**config.mk**
```make
export PLATFORM = sky130hd
export DESIGN_NAME = timer_ctrl
export DESIGN_NICKNAME = d
export VERILOG_FILES = /design/src/rtl/timer_pkg.sv /design/src/rtl/btn_cond.sv /design/src/rtl/timer_ctrl.sv
export SDC_FILE = /design/constraint.sdc
export NUM_CORES = 1
export LEC_CHECK = 0
export BUFFER_PORTS_ARGS = -buffer_cell sky130_fd_sc_hd__buf_2
export CAP_MARGIN = 20
export CORE_MARGIN = 2
export CORE_UTILIZATION = 30
export DETAILED_ROUTE_END_ITERATION = 8
export SYNTH_ARGS = -nofsm -noshare
export SYNTH_HDL_FRONTEND = slang
export SYNTH_SLANG_ARGS = --single-unit
export TNS_END_PERCENT = 100
```
**constraint.sdc**
```tcl
create_clock -name clk -period 2.4 [get_ports clk]
set_clock_uncertainty 0.1 [all_clocks]
set_input_delay 0.48 -clock clk [delete_from_list [all_inputs] [get_ports clk]]
set_output_delay 0.48 -clock clk [all_outputs]
set_load 0.01 [all_outputs]
```
**src/rtl/timer_pkg.sv**
```systemverilog
// Shared state encoding, default timing constants and counter sizing helper
// for the countdown timer sequencing controller.
package timer_pkg;

  typedef enum logic [1:0] {
    ST_EDIT  = 2'd0,
    ST_RUN   = 2'd1,
    ST_PAUSE = 2'd2,
    ST_ALARM = 2'd3
  } state_t;

  localparam int DEF_DEBOUNCE_CYCLES = 1000000;
  localparam int DEF_TICK_DIV        = 100000;
  localparam int DEF_ALARM_CYCLES    = 500000000;
  localparam int DEF_BLINK_DIV       = 25000000;

  // Width of a counter running 0..n-1; never narrower than one bit.
  function automatic int cnt_width(input int n);
    return (n > 1) ? $clog2(n) : 1;
  endfunction

endpackage

```
**src/rtl/btn_cond.sv**
```systemverilog
// Button conditioner: 2-flop synchroniser, debounce and a registered
// single-cycle pulse on each rising edge of the accepted level.
module btn_cond import timer_pkg::*; #(
  parameter int DEBOUNCE_CYCLES = DEF_DEBOUNCE_CYCLES
) (
  input  logic clk,
  input  logic rst_n,
  input  logic btn_i,
  output logic press_o
);

  localparam int            CW       = cnt_width(DEBOUNCE_CYCLES);
  localparam logic [CW-1:0] CNT_LAST = CW'(DEBOUNCE_CYCLES - 1);

  logic          sync1_q, sync2_q;
  logic          level_q, level_d;
  logic          prev_q, press_q;
  logic [CW-1:0] cnt_q, cnt_d;

  // The accepted level flips only on the last of a run of differing samples.
  always_comb begin
    cnt_d   = '0;
    level_d = level_q;
    if (sync2_q != level_q) begin
      if (cnt_q == CNT_LAST) begin
        level_d = sync2_q;
      end else begin
        cnt_d = cnt_q + 1'b1;
      end
    end else begin
      cnt_d = '0;
    end
  end

  always_ff @(posedge clk or negedge rst_n) begin
    if (!rst_n) begin
      sync1_q <= 1'b0;
      sync2_q <= 1'b0;
      level_q <= 1'b0;
      prev_q  <= 1'b0;
      press_q <= 1'b0;
      cnt_q   <= '0;
    end else begin
      sync1_q <= btn_i;
      sync2_q <= sync1_q;
      level_q <= level_d;
      prev_q  <= level_q;
      press_q <= level_q & ~prev_q;
      cnt_q   <= cnt_d;
    end
  end

  assign press_o = press_q;

endmodule

```
**src/rtl/timer_ctrl.sv**
```systemverilog
// Timer sequencing controller: button conditioning and arbitration, decrement
// tick prescaler, EDIT/RUN/PAUSE/ALARM state machine and alarm blink timer.
module timer_ctrl import timer_pkg::*; #(
  parameter int DEBOUNCE_CYCLES = DEF_DEBOUNCE_CYCLES,
  parameter int TICK_DIV        = DEF_TICK_DIV,
  parameter int ALARM_CYCLES    = DEF_ALARM_CYCLES,
  parameter int BLINK_DIV       = DEF_BLINK_DIV
) (
  input  logic       clk,
  input  logic       rst_n,
  input  logic       btn_c,
  input  logic       btn_l,
  input  logic       btn_d,
  input  logic       btn_r,
  input  logic       tmr_edit,
  input  logic       tmr_done,
  output logic       tmr_bc,
  output logic       tmr_bl,
  output logic       tmr_bd,
  output logic       tmr_br,
  output logic       tmr_tick,
  output logic       alarm_o,
  output logic [1:0] state_o
);

  localparam int            TW         = cnt_width(TICK_DIV);
  localparam int            AW         = cnt_width(ALARM_CYCLES);
  localparam int            BW         = cnt_width(BLINK_DIV);
  localparam logic [TW-1:0] TICK_LAST  = TW'(TICK_DIV - 1);
  localparam logic [AW-1:0] ALARM_LAST = AW'(ALARM_CYCLES - 1);
  localparam logic [BW-1:0] BLINK_LAST = BW'(BLINK_DIV - 1);

  logic press_c, press_l, press_d, press_r;
  logic sel_c, sel_l, sel_d, sel_r, any_press;
  logic edit_prev_q, edit_fall, alarm_exit;
  state_t state_q, state_d;
  logic [TW-1:0] tick_cnt_q, tick_cnt_d;
  logic [AW-1:0] alarm_cnt_q, alarm_cnt_d;
  logic [BW-1:0] blink_cnt_q, blink_cnt_d;
  logic bc_q, bl_q, bd_q, br_q, tick_q, alarm_q;
  logic bc_d, bl_d, bd_d, br_d, tick_d, alarm_d;

  btn_cond #(.DEBOUNCE_CYCLES(DEBOUNCE_CYCLES)) u_btn_c (.clk(clk), .rst_n(rst_n), .btn_i(btn_c), .press_o(press_c));
  btn_cond #(.DEBOUNCE_CYCLES(DEBOUNCE_CYCLES)) u_btn_l (.clk(clk), .rst_n(rst_n), .btn_i(btn_l), .press_o(press_l));
  btn_cond #(.DEBOUNCE_CYCLES(DEBOUNCE_CYCLES)) u_btn_d (.clk(clk), .rst_n(rst_n), .btn_i(btn_d), .press_o(press_d));
  btn_cond #(.DEBOUNCE_CYCLES(DEBOUNCE_CYCLES)) u_btn_r (.clk(clk), .rst_n(rst_n), .btn_i(btn_r), .press_o(press_r));

  // One press per cycle, L > D > C > R; losers are simply dropped.
  always_comb begin
    sel_l      = press_l;
    sel_d      = press_d & ~press_l;
    sel_c      = press_c & ~press_l & ~press_d;
    sel_r      = press_r & ~press_l & ~press_d & ~press_c;
    any_press  = press_l | press_d | press_c | press_r;
    edit_fall  = edit_prev_q & ~tmr_edit;
    alarm_exit = (state_q == ST_ALARM) && (any_press || (alarm_cnt_q == ALARM_LAST));
  end

  always_ff @(posedge clk or negedge rst_n) begin
    if (!rst_n) begin
      state_q <= ST_EDIT;
    end else begin
      state_q <= state_d;
    end
  end

  always_comb begin
    state_d = state_q;
    case (state_q)
      ST_EDIT:  if (edit_fall) state_d = ST_RUN;
      ST_RUN: begin
        if (tmr_done)           state_d = ST_ALARM;
        else if (sel_l | sel_d) state_d = ST_EDIT;
        else if (sel_c)         state_d = ST_PAUSE;
        else                    state_d = ST_RUN;
      end
      ST_PAUSE: begin
        if (sel_l | sel_d)      state_d = ST_EDIT;
        else if (sel_c)         state_d = ST_RUN;
        else                    state_d = ST_PAUSE;
      end
      ST_ALARM: if (alarm_exit) state_d = ST_EDIT;
      default:  state_d = ST_EDIT;
    endcase
  end

  // A press that leaves RUN/PAUSE suppresses the tick; the counter then keeps its phase.
  always_comb begin
    bc_d = 1'b0; bl_d = 1'b0; bd_d = 1'b0; br_d = 1'b0;
    tick_d = 1'b0; alarm_d = 1'b0;
    case (state_q)
      ST_EDIT: begin
        bc_d = sel_c; bl_d = sel_l; bd_d = sel_d; br_d = sel_r;
      end
      ST_RUN: begin
        if (tmr_done) begin
          alarm_d = 1'b1;
        end else begin
          bl_d   = sel_l;
          bd_d   = sel_d;
          tick_d = (tick_cnt_q == TICK_LAST) && (state_d == ST_RUN);
        end
      end
      ST_PAUSE: begin
        bl_d = sel_l; bd_d = sel_d;
      end
      ST_ALARM: begin
        if (alarm_exit) begin
          bd_d = 1'b1;
        end else begin
          alarm_d = (blink_cnt_q == BLINK_LAST) ? ~alarm_q : alarm_q;
        end
      end
      default: begin
        bc_d = 1'b0;
      end
    endcase
  end

  always_comb begin
    tick_cnt_d  = tick_cnt_q;
    alarm_cnt_d = '0;
    blink_cnt_d = '0;
    if (state_q == ST_EDIT && state_d == ST_RUN) begin
      tick_cnt_d = '0;
    end else if (state_q == ST_RUN && state_d == ST_RUN) begin
      tick_cnt_d = (tick_cnt_q == TICK_LAST) ? '0 : tick_cnt_q + 1'b1;
    end else begin
      tick_cnt_d = tick_cnt_q;
    end
    if (state_q == ST_ALARM && state_d == ST_ALARM) begin
      alarm_cnt_d = alarm_cnt_q + 1'b1;
      blink_cnt_d = (blink_cnt_q == BLINK_LAST) ? '0 : blink_cnt_q + 1'b1;
    end else begin
      alarm_cnt_d = '0;
      blink_cnt_d = '0;
    end
  end

  always_ff @(posedge clk or negedge rst_n) begin
    if (!rst_n) begin
      edit_prev_q <= 1'b0;
      tick_cnt_q  <= '0;
      alarm_cnt_q <= '0;
      blink_cnt_q <= '0;
      bc_q <= 1'b0; bl_q <= 1'b0; bd_q <= 1'b0; br_q <= 1'b0;
      tick_q <= 1'b0; alarm_q <= 1'b0;
    end else begin
      edit_prev_q <= tmr_edit;
      tick_cnt_q  <= tick_cnt_d;
      alarm_cnt_q <= alarm_cnt_d;
      blink_cnt_q <= blink_cnt_d;
      bc_q <= bc_d; bl_q <= bl_d; bd_q <= bd_d; br_q <= br_d;
      tick_q <= tick_d; alarm_q <= alarm_d;
    end
  end

  assign tmr_bc   = bc_q;
  assign tmr_bl   = bl_q;
  assign tmr_bd   = bd_q;
  assign tmr_br   = br_q;
  assign tmr_tick = tick_q;
  assign alarm_o  = alarm_q;
  assign state_o  = state_q;

endmodule
```
==> Word-level counts from Yosys, hierarchy flattened <==
Index checks and enable logic that the tools add are counted.
{ "op_classes": {"eq_ne": 17, "add_sub_neg": 7, "n_mux": 35, "n_bitwise": 24, "reduce_logical": 13} }
{ "ops": {"columns": ["operator", "count"], "rows": [
  ["20-bit 2-to-1 mux", 8],
  ["20-bit by 1-bit adder with 20-bit output, second input constant", 4],
  ["20-bit equality test, second input constant", 4],
  ["17-bit 2-to-1 mux", 3],
  ["25-bit 2-to-1 mux", 2],
  ["29-bit by 1-bit adder with 29-bit output, second input constant", 1],
  ["29-bit equality test, second input constant", 1],
  ["29-bit 2-to-1 mux", 1],
  ["25-bit by 1-bit adder with 25-bit output, second input constant", 1],
  ["25-bit equality test, second input constant", 1],
  ["17-bit by 1-bit adder with 17-bit output, second input constant", 1],
  ["17-bit equality test, second input constant", 1],
  ["2-bit 2-to-1 mux", 7],
  ["1-bit AND", 11],
  ["1-bit 2-to-1 mux", 10],
  ["1-bit inverter", 9],
  ["2-bit one-hot mux with 4 select lines", 1],
  ["2-bit AND reduction", 4],
  ["2-bit equality test, second input constant", 3],
  ["1-bit logical AND", 5],
  ["2-bit by 1-bit equality test with 1-bit output, second input constant", 2],
  ["1-bit inequality test", 4],
  ["1-bit OR", 4],
  ["1-bit one-hot mux with 2 select lines", 2],
  ["6 further kinds", 6]
]} }
{ "word_totals": {"reg_bits": 180, "out_inout_bits": 8} }

==> Depth between registers and ports, before layout <==
{ "logic_depth": {"word_depth": 11, "depth_mapped": 8, "depth_no_buf": 6} }

==> By module <==
From an unflattened synthesis, not the netlist that was laid out.
{ "hier_totals": {"hier_cells": 863, "area_unflattened_um2": 8689.6} }
{ "modules_own_cells": {"columns": ["mod", "seq_area_each_um2", "area_per_inst_um2", "cells_per_inst", "n_inst"], "rows": [
  ["timer_ctrl", 2001.9, 4010.1, 425, 1],
  ["btn_cond at u_btn_c ...", 625.6, 1171.1, 109, 3],
  ["btn_cond at u_btn_r", 625.6, 1166.1, 111, 1]
]} }

==> Worst setup path after synthesis <==
OpenSTA, ideal clock, no wires.
{ "synth_path": {"kind": "flip-flop to flip-flop", "start": "register alarm_cnt_q[0]", "end": "register blink_cnt_q[6]", "setup_time_ps": 119, "t_required_ps": 2181, "path_stages_with_launch": 9, "setup_slack_ps": 271, "path_buffers": 2, "t_arrival_ps": 1910, "cell_sequence": "dfrtp_1 -> ha_1 -> nand3_1 -> or4_1 -> o21ai_2 -> nand2b_1 -> buf_2 -> buf_4 -> nor2_1"} }
{ "synth_between": {"elab_chain_len": 8} }
{ "synth_rtl": {"columns": ["element", "line", "rtl"], "rows": [
  ["start: declaration", "timer_ctrl.sv:38", "logic [AW-1:0] alarm_cnt_q, alarm_cnt_d;"],
  ["start signal: assignment", "timer_ctrl.sv:151", "alarm_cnt_q <= alarm_cnt_d;"],
  ["29-bit equality test", "timer_ctrl.sv:56", "alarm_exit = (state_q == ST_ALARM) && (any_press || (alarm_cnt_q == ALARM_LAST));"],
  ["1-bit logical OR", "timer_ctrl.sv:56", null],
  ["1-bit logical AND", "timer_ctrl.sv:56", null],
  ["2-bit 2-to-1 mux", "timer_ctrl.sv:82", "ST_ALARM: if (alarm_exit) state_d = ST_EDIT;"],
  ["2-bit one-hot mux with 4 select lines", "timer_ctrl.sv:69", "case (state_q)"],
  ["2-bit equality test", "timer_ctrl.sv:131", "if (state_q == ST_ALARM && state_d == ST_ALARM) begin"],
  ["1-bit logical AND", "timer_ctrl.sv:131", null],
  ["25-bit 2-to-1 mux", "timer_ctrl.sv:131", null],
  ["via blink_cnt_d[6]", "timer_ctrl.sv:39", "logic [BW-1:0] blink_cnt_q, blink_cnt_d;"],
  ["end signal: assignment", "timer_ctrl.sv:152", "blink_cnt_q <= blink_cnt_d;"],
  ["end: declaration", "timer_ctrl.sv:39", null]
]} }
The timed path passes the listed nets, and every way through them passes these cells.
A chain may end at the register's enable or synchronous reset.

==> Worst setup path after layout <==
{ "layout_path": {"start": "register tick_cnt_q[13]", "end": "register tick_cnt_q[15]"} }
{ "layout_between": {"elab_chain_len": 4} }
{ "layout_rtl": {"columns": ["element", "line", "rtl"], "rows": [
  ["start: declaration", "timer_ctrl.sv:37", "logic [TW-1:0] tick_cnt_q, tick_cnt_d;"],
  ["start signal: assignment", "timer_ctrl.sv:150", "tick_cnt_q <= tick_cnt_d;"],
  ["17-bit by 1-bit adder with 17-bit output / 17-bit equality test (equally long branches)", "timer_ctrl.sv:127", "tick_cnt_d = (tick_cnt_q == TICK_LAST) ? '0 : tick_cnt_q + 1'b1;"],
  ["17-bit 2-to-1 mux (*)", "timer_ctrl.sv:127", null],
  ["17-bit 2-to-1 mux (*)", "timer_ctrl.sv:126", "end else if (state_q == ST_RUN && state_d == ST_RUN) begin"],
  ["17-bit 2-to-1 mux (*)", "timer_ctrl.sv:124", "if (state_q == ST_EDIT && state_d == ST_RUN) begin"]
]} }
Every way passes the cells marked *; elsewhere a longest branch is shown, timed or not. The select of a mux whose other input is x is not followed.

==> results.json <==
{
  "fin_crit_sh_pct": 92.37,
  "drt_iter0_drc": 447,
  "status": "finished, final reports clean",
  "synth_edf_count": 0,
  "grt.total_usage_pct": 11.55,
  "cp.arrival_ns": 2.43,
  "clk_pin_slew_ns": 0.06,
  "final_core_util_pct": 35.06,
  "wl_met3_um": 530,
  "die_w_um": 172.4,
  "hold_viol": 0,
  "portBuffers": 15,
  "cp-startpoint": "tick_cnt_q[13]",
  "rows": 61,
  "routed-via-count": 5967,
  "start_kind": "flop",
  "grt_setup_unrepaired": "false",
  "maxSlewHeadroom_pct": 45.01,
  "synth_commonest_cells": "dfrtp_1 (180), nor2_1 (164), xor2_1 (66), xnor2_1 (59), nand3_1 (57)",
  "grt_pass1_wl_um": 27870,
  "dr.pass1.iters": 5,
  "slowest_delay_ns": 0.58,
  "cts_buffers": 17,
  "swShare_pct": 21.83,
  "m1WireLength_um": 8128,
  "core_area_um2": 27860,
  "vias_per_cell": 4.665,
  "diodes": 0,
  "synth_area_leaders": "dfrtp_1 (53%), nor2_1 (7.2%), xor2_1 (6.8%)",
  "p_clk_share_pct": 47.5,
  "powerDensity_nw_per_um2": 626.1,
  "cts_buffer_depth": 2,
  "hold_class": "in2reg",
  "nFillCells": 2783,
  "fmax_mhz": 451.1,
  "maxSlewViolCount": 0,
  "hold_slack_ns": 0.05200,
  "yosysTopAreaCell": "dfrtp_1",
  "ir_drop_v": 0.0004890,
  "fp.dieH_um": 172.4,
  "syn_nets": 869,
  "syn_inst": 854,
  "fin_crit_ns": 2.217,
  "p_leak_nw": 4.230,
  "cp_cell_sequence": "or4bb_1 > nor4_4 > nand2b_2 > or2_1 > o31ai_1",
  "cts_resized": 0,
  "cts_sinks": 180,
  "synthFlopType": "dfrtp_1",
  "synth_top_area_share_pct": 52.96,
  "grt_max_degree": 56,
  "internal-power_w": 0.004781,
  "htree_levels": 4,
  "fin_nets": 903,
  "yosysSeqAreaShare_pct": 52.96,
  "globalRouteOverflowTotal": 0,
  "route.met2.wl_um": 6973,
  "topRoutingLayerUsed": "met4",
  "r2r_start": "tick_cnt_q[13]",
  "yosysMostFrequentCell": "dfrtp_1",
  "synth_cell_type_count": 55,
  "finalWirelength_um": 15780,
  "switchingPower_w": 0.001335,
  "routedWlPerCell_um": 12.34,
  "ys_warn_count": 0,
  "syn_to_final_growth_pct": 14.84,
  "ios": 16,
  "hpwlAfterDp_um": 10390,
  "cp_slowest_cell": "or4bb_1",
  "cp.required_ns": 2.61,
  "clock_latency_ns": 0.43,
  "min_from": "btn_c",
  "syn_avg_cell_area_um2": 9.960,
  "drcViolationCount": 0,
  "die-area_um2": 29710,
  "grt_pass1_vias": 5850,
  "crit_type": "reg2reg",
  "place_congestion": 0.8338,
  "cts_tree": "done",
  "drive_gt1_share_pct": 9.878,
  "async_reset_ff_share_pct": 100.0,
  "ant_nets": 0,
  "start_util_pct": 30.53,
  "critPathBufInv": 0,
  "fin_setup_tns_ns": 0,
  "seqPwrFrac_pct": 50.3,
  "grt_antenna_before_repair": 0,
  "cts_root_buffer": "clkbuf_16",
  "synth.cell_area_um2": 8506,
  "setup_viol": 0,
  "tightest_slew_ns": 0.8218,
  "critPathTopFamily": "simple AND/OR/NAND/NOR gates",
  "cap_viol_max_count": 0,
  "critPathCaptureType": "flop",
  "critPathMaxFanout": 8,
  "power_frac_comb_pct": 2.2,
  "synth_seq_cells": 180
}
==> through the flow <==
step	area [um^2]	std cells	worst slack, ns	total power, W
2_1_floorplan	8506	854	0.2714	0.003182
3_3_place_gp	9140	1245	0.2228	0.003274
3_5_place_dp	9140	1245	0.2055	0.003277
4_1_cts	9761	1278	0.1981	0.006213
5_1_grt	9768	1279	0.04624	0.006362
6_report	9768	1279	0.1831	0.006116
==> cell usage in the layout (no fill, tap or decap), drive strengths merged, types with 21 or more instances in the layout <==
| master | n |
|---|---|
| nand3 | 58 |
| and3 | 22 |
| nand2 | 55 |
| nor2 | 165 |
| dfrtp | 180 |
| nor4 | 26 |
| nand4 | 36 |
| nor3 | 28 |
| clkbuf | 21 |
| xor2 | 66 |
| buf | 38 |
| xnor2 | 59 |
| inv | 25 |
==> worst paths after layout <==
path                                    to  slack (ns)  depth (start not counted)
min reg2reg                u_btn_r.sync2_q        0.25                          0
max in group asynchronous    tick_cnt_q[3]        1.05                          3
min                        u_btn_c.sync1_q        0.05                          1
max                         tick_cnt_q[15]        0.18                          5
max reg2reg                 tick_cnt_q[15]        0.18                          5
min in group asynchronous  alarm_cnt_q[24]        0.47                          2
==> cell type report <==
type | count | area (um^2) | area share (%)
multi-input combinational | 630 | 3797 | 38.88
clock buffer | 20 | 446.7 | 4.573
clock inverter | 12 | 163.9 | 1.678
tap | 378 | 473.0 | 4.842
timing repair buffer | 40 | 311.5 | 3.189
sequential | 180 | 4504 | 46.11
inverter | 19 | 71.32 | 0.7301
==> power groups by stage <==
stage	clock network, W	logic, W	registers, W
2_1_floorplan	0	0.0000510	0.00313
3_3_place_gp	0	0.000139	0.00313
3_5_place_dp	0	0.000142	0.00314
4_1_cts	0.00299	0.000145	0.00308
5_1_grt	0.00312	0.000162	0.00308
6_report	0.00290	0.000136	0.00308
==> repair_timing <==
| action | 4_1_cts | 5_1_grt |
|---|---|---|
| hold endpoints to repair | 49 | 0 |
| hold buffers | 1 | 0 |
| setup endpoints to repair | 0 | 1 |
| buffers inserted | 0 | 1 |
==> state kept, by name, summed over array words and instances, names as in the netlist, 2 cells and up <==
| name | cells |
|---|---|
| alarm_cnt_q | 29 |
| u_btn_r.cnt_q | 20 |
| state_o | 2 |
| blink_cnt_q | 25 |
| u_btn_c.cnt_q | 20 |
| u_btn_l.cnt_q | 20 |
| u_btn_d.cnt_q | 20 |
| tick_cnt_q | 17 |
==> worst register-to-register path, cell delays in order, from the launching register on <==
cell and delay (ns):
dfrtp_1 0.42, or4bb_1 0.58, nor4_4 0.45, nand2b_2 0.30, or2_1 0.17, o31ai_1 0.07
==> metal layers <==
| layer | global-route usage, % | vias to the layer above |
|---|---|---|
| met4 | 3.361 | 0 |
| met3 | 2.747 | 11 |
| met1 | 16.22 | 2874 |
| met5 | 0 | - |
| li1 | - | 2999 |
| met2 | 17.69 | 83 |
==> logic make-up (layout without fill, tap and decap cells) <==
family,after synthesis,after routing,share of synthesized area [%]
adders and majority gates,7,7,1.030
AOI/OAI and AO/OA,44,44,3.163
xor gates and xnor gates,125,125,12.87
DFF,180,180,52.96
and+or+nand+nor,450,450,27.05
buffers and inverters,44,91,2.398
muxes,4,4,0.5295
Power figures use the tool's default switching activity.
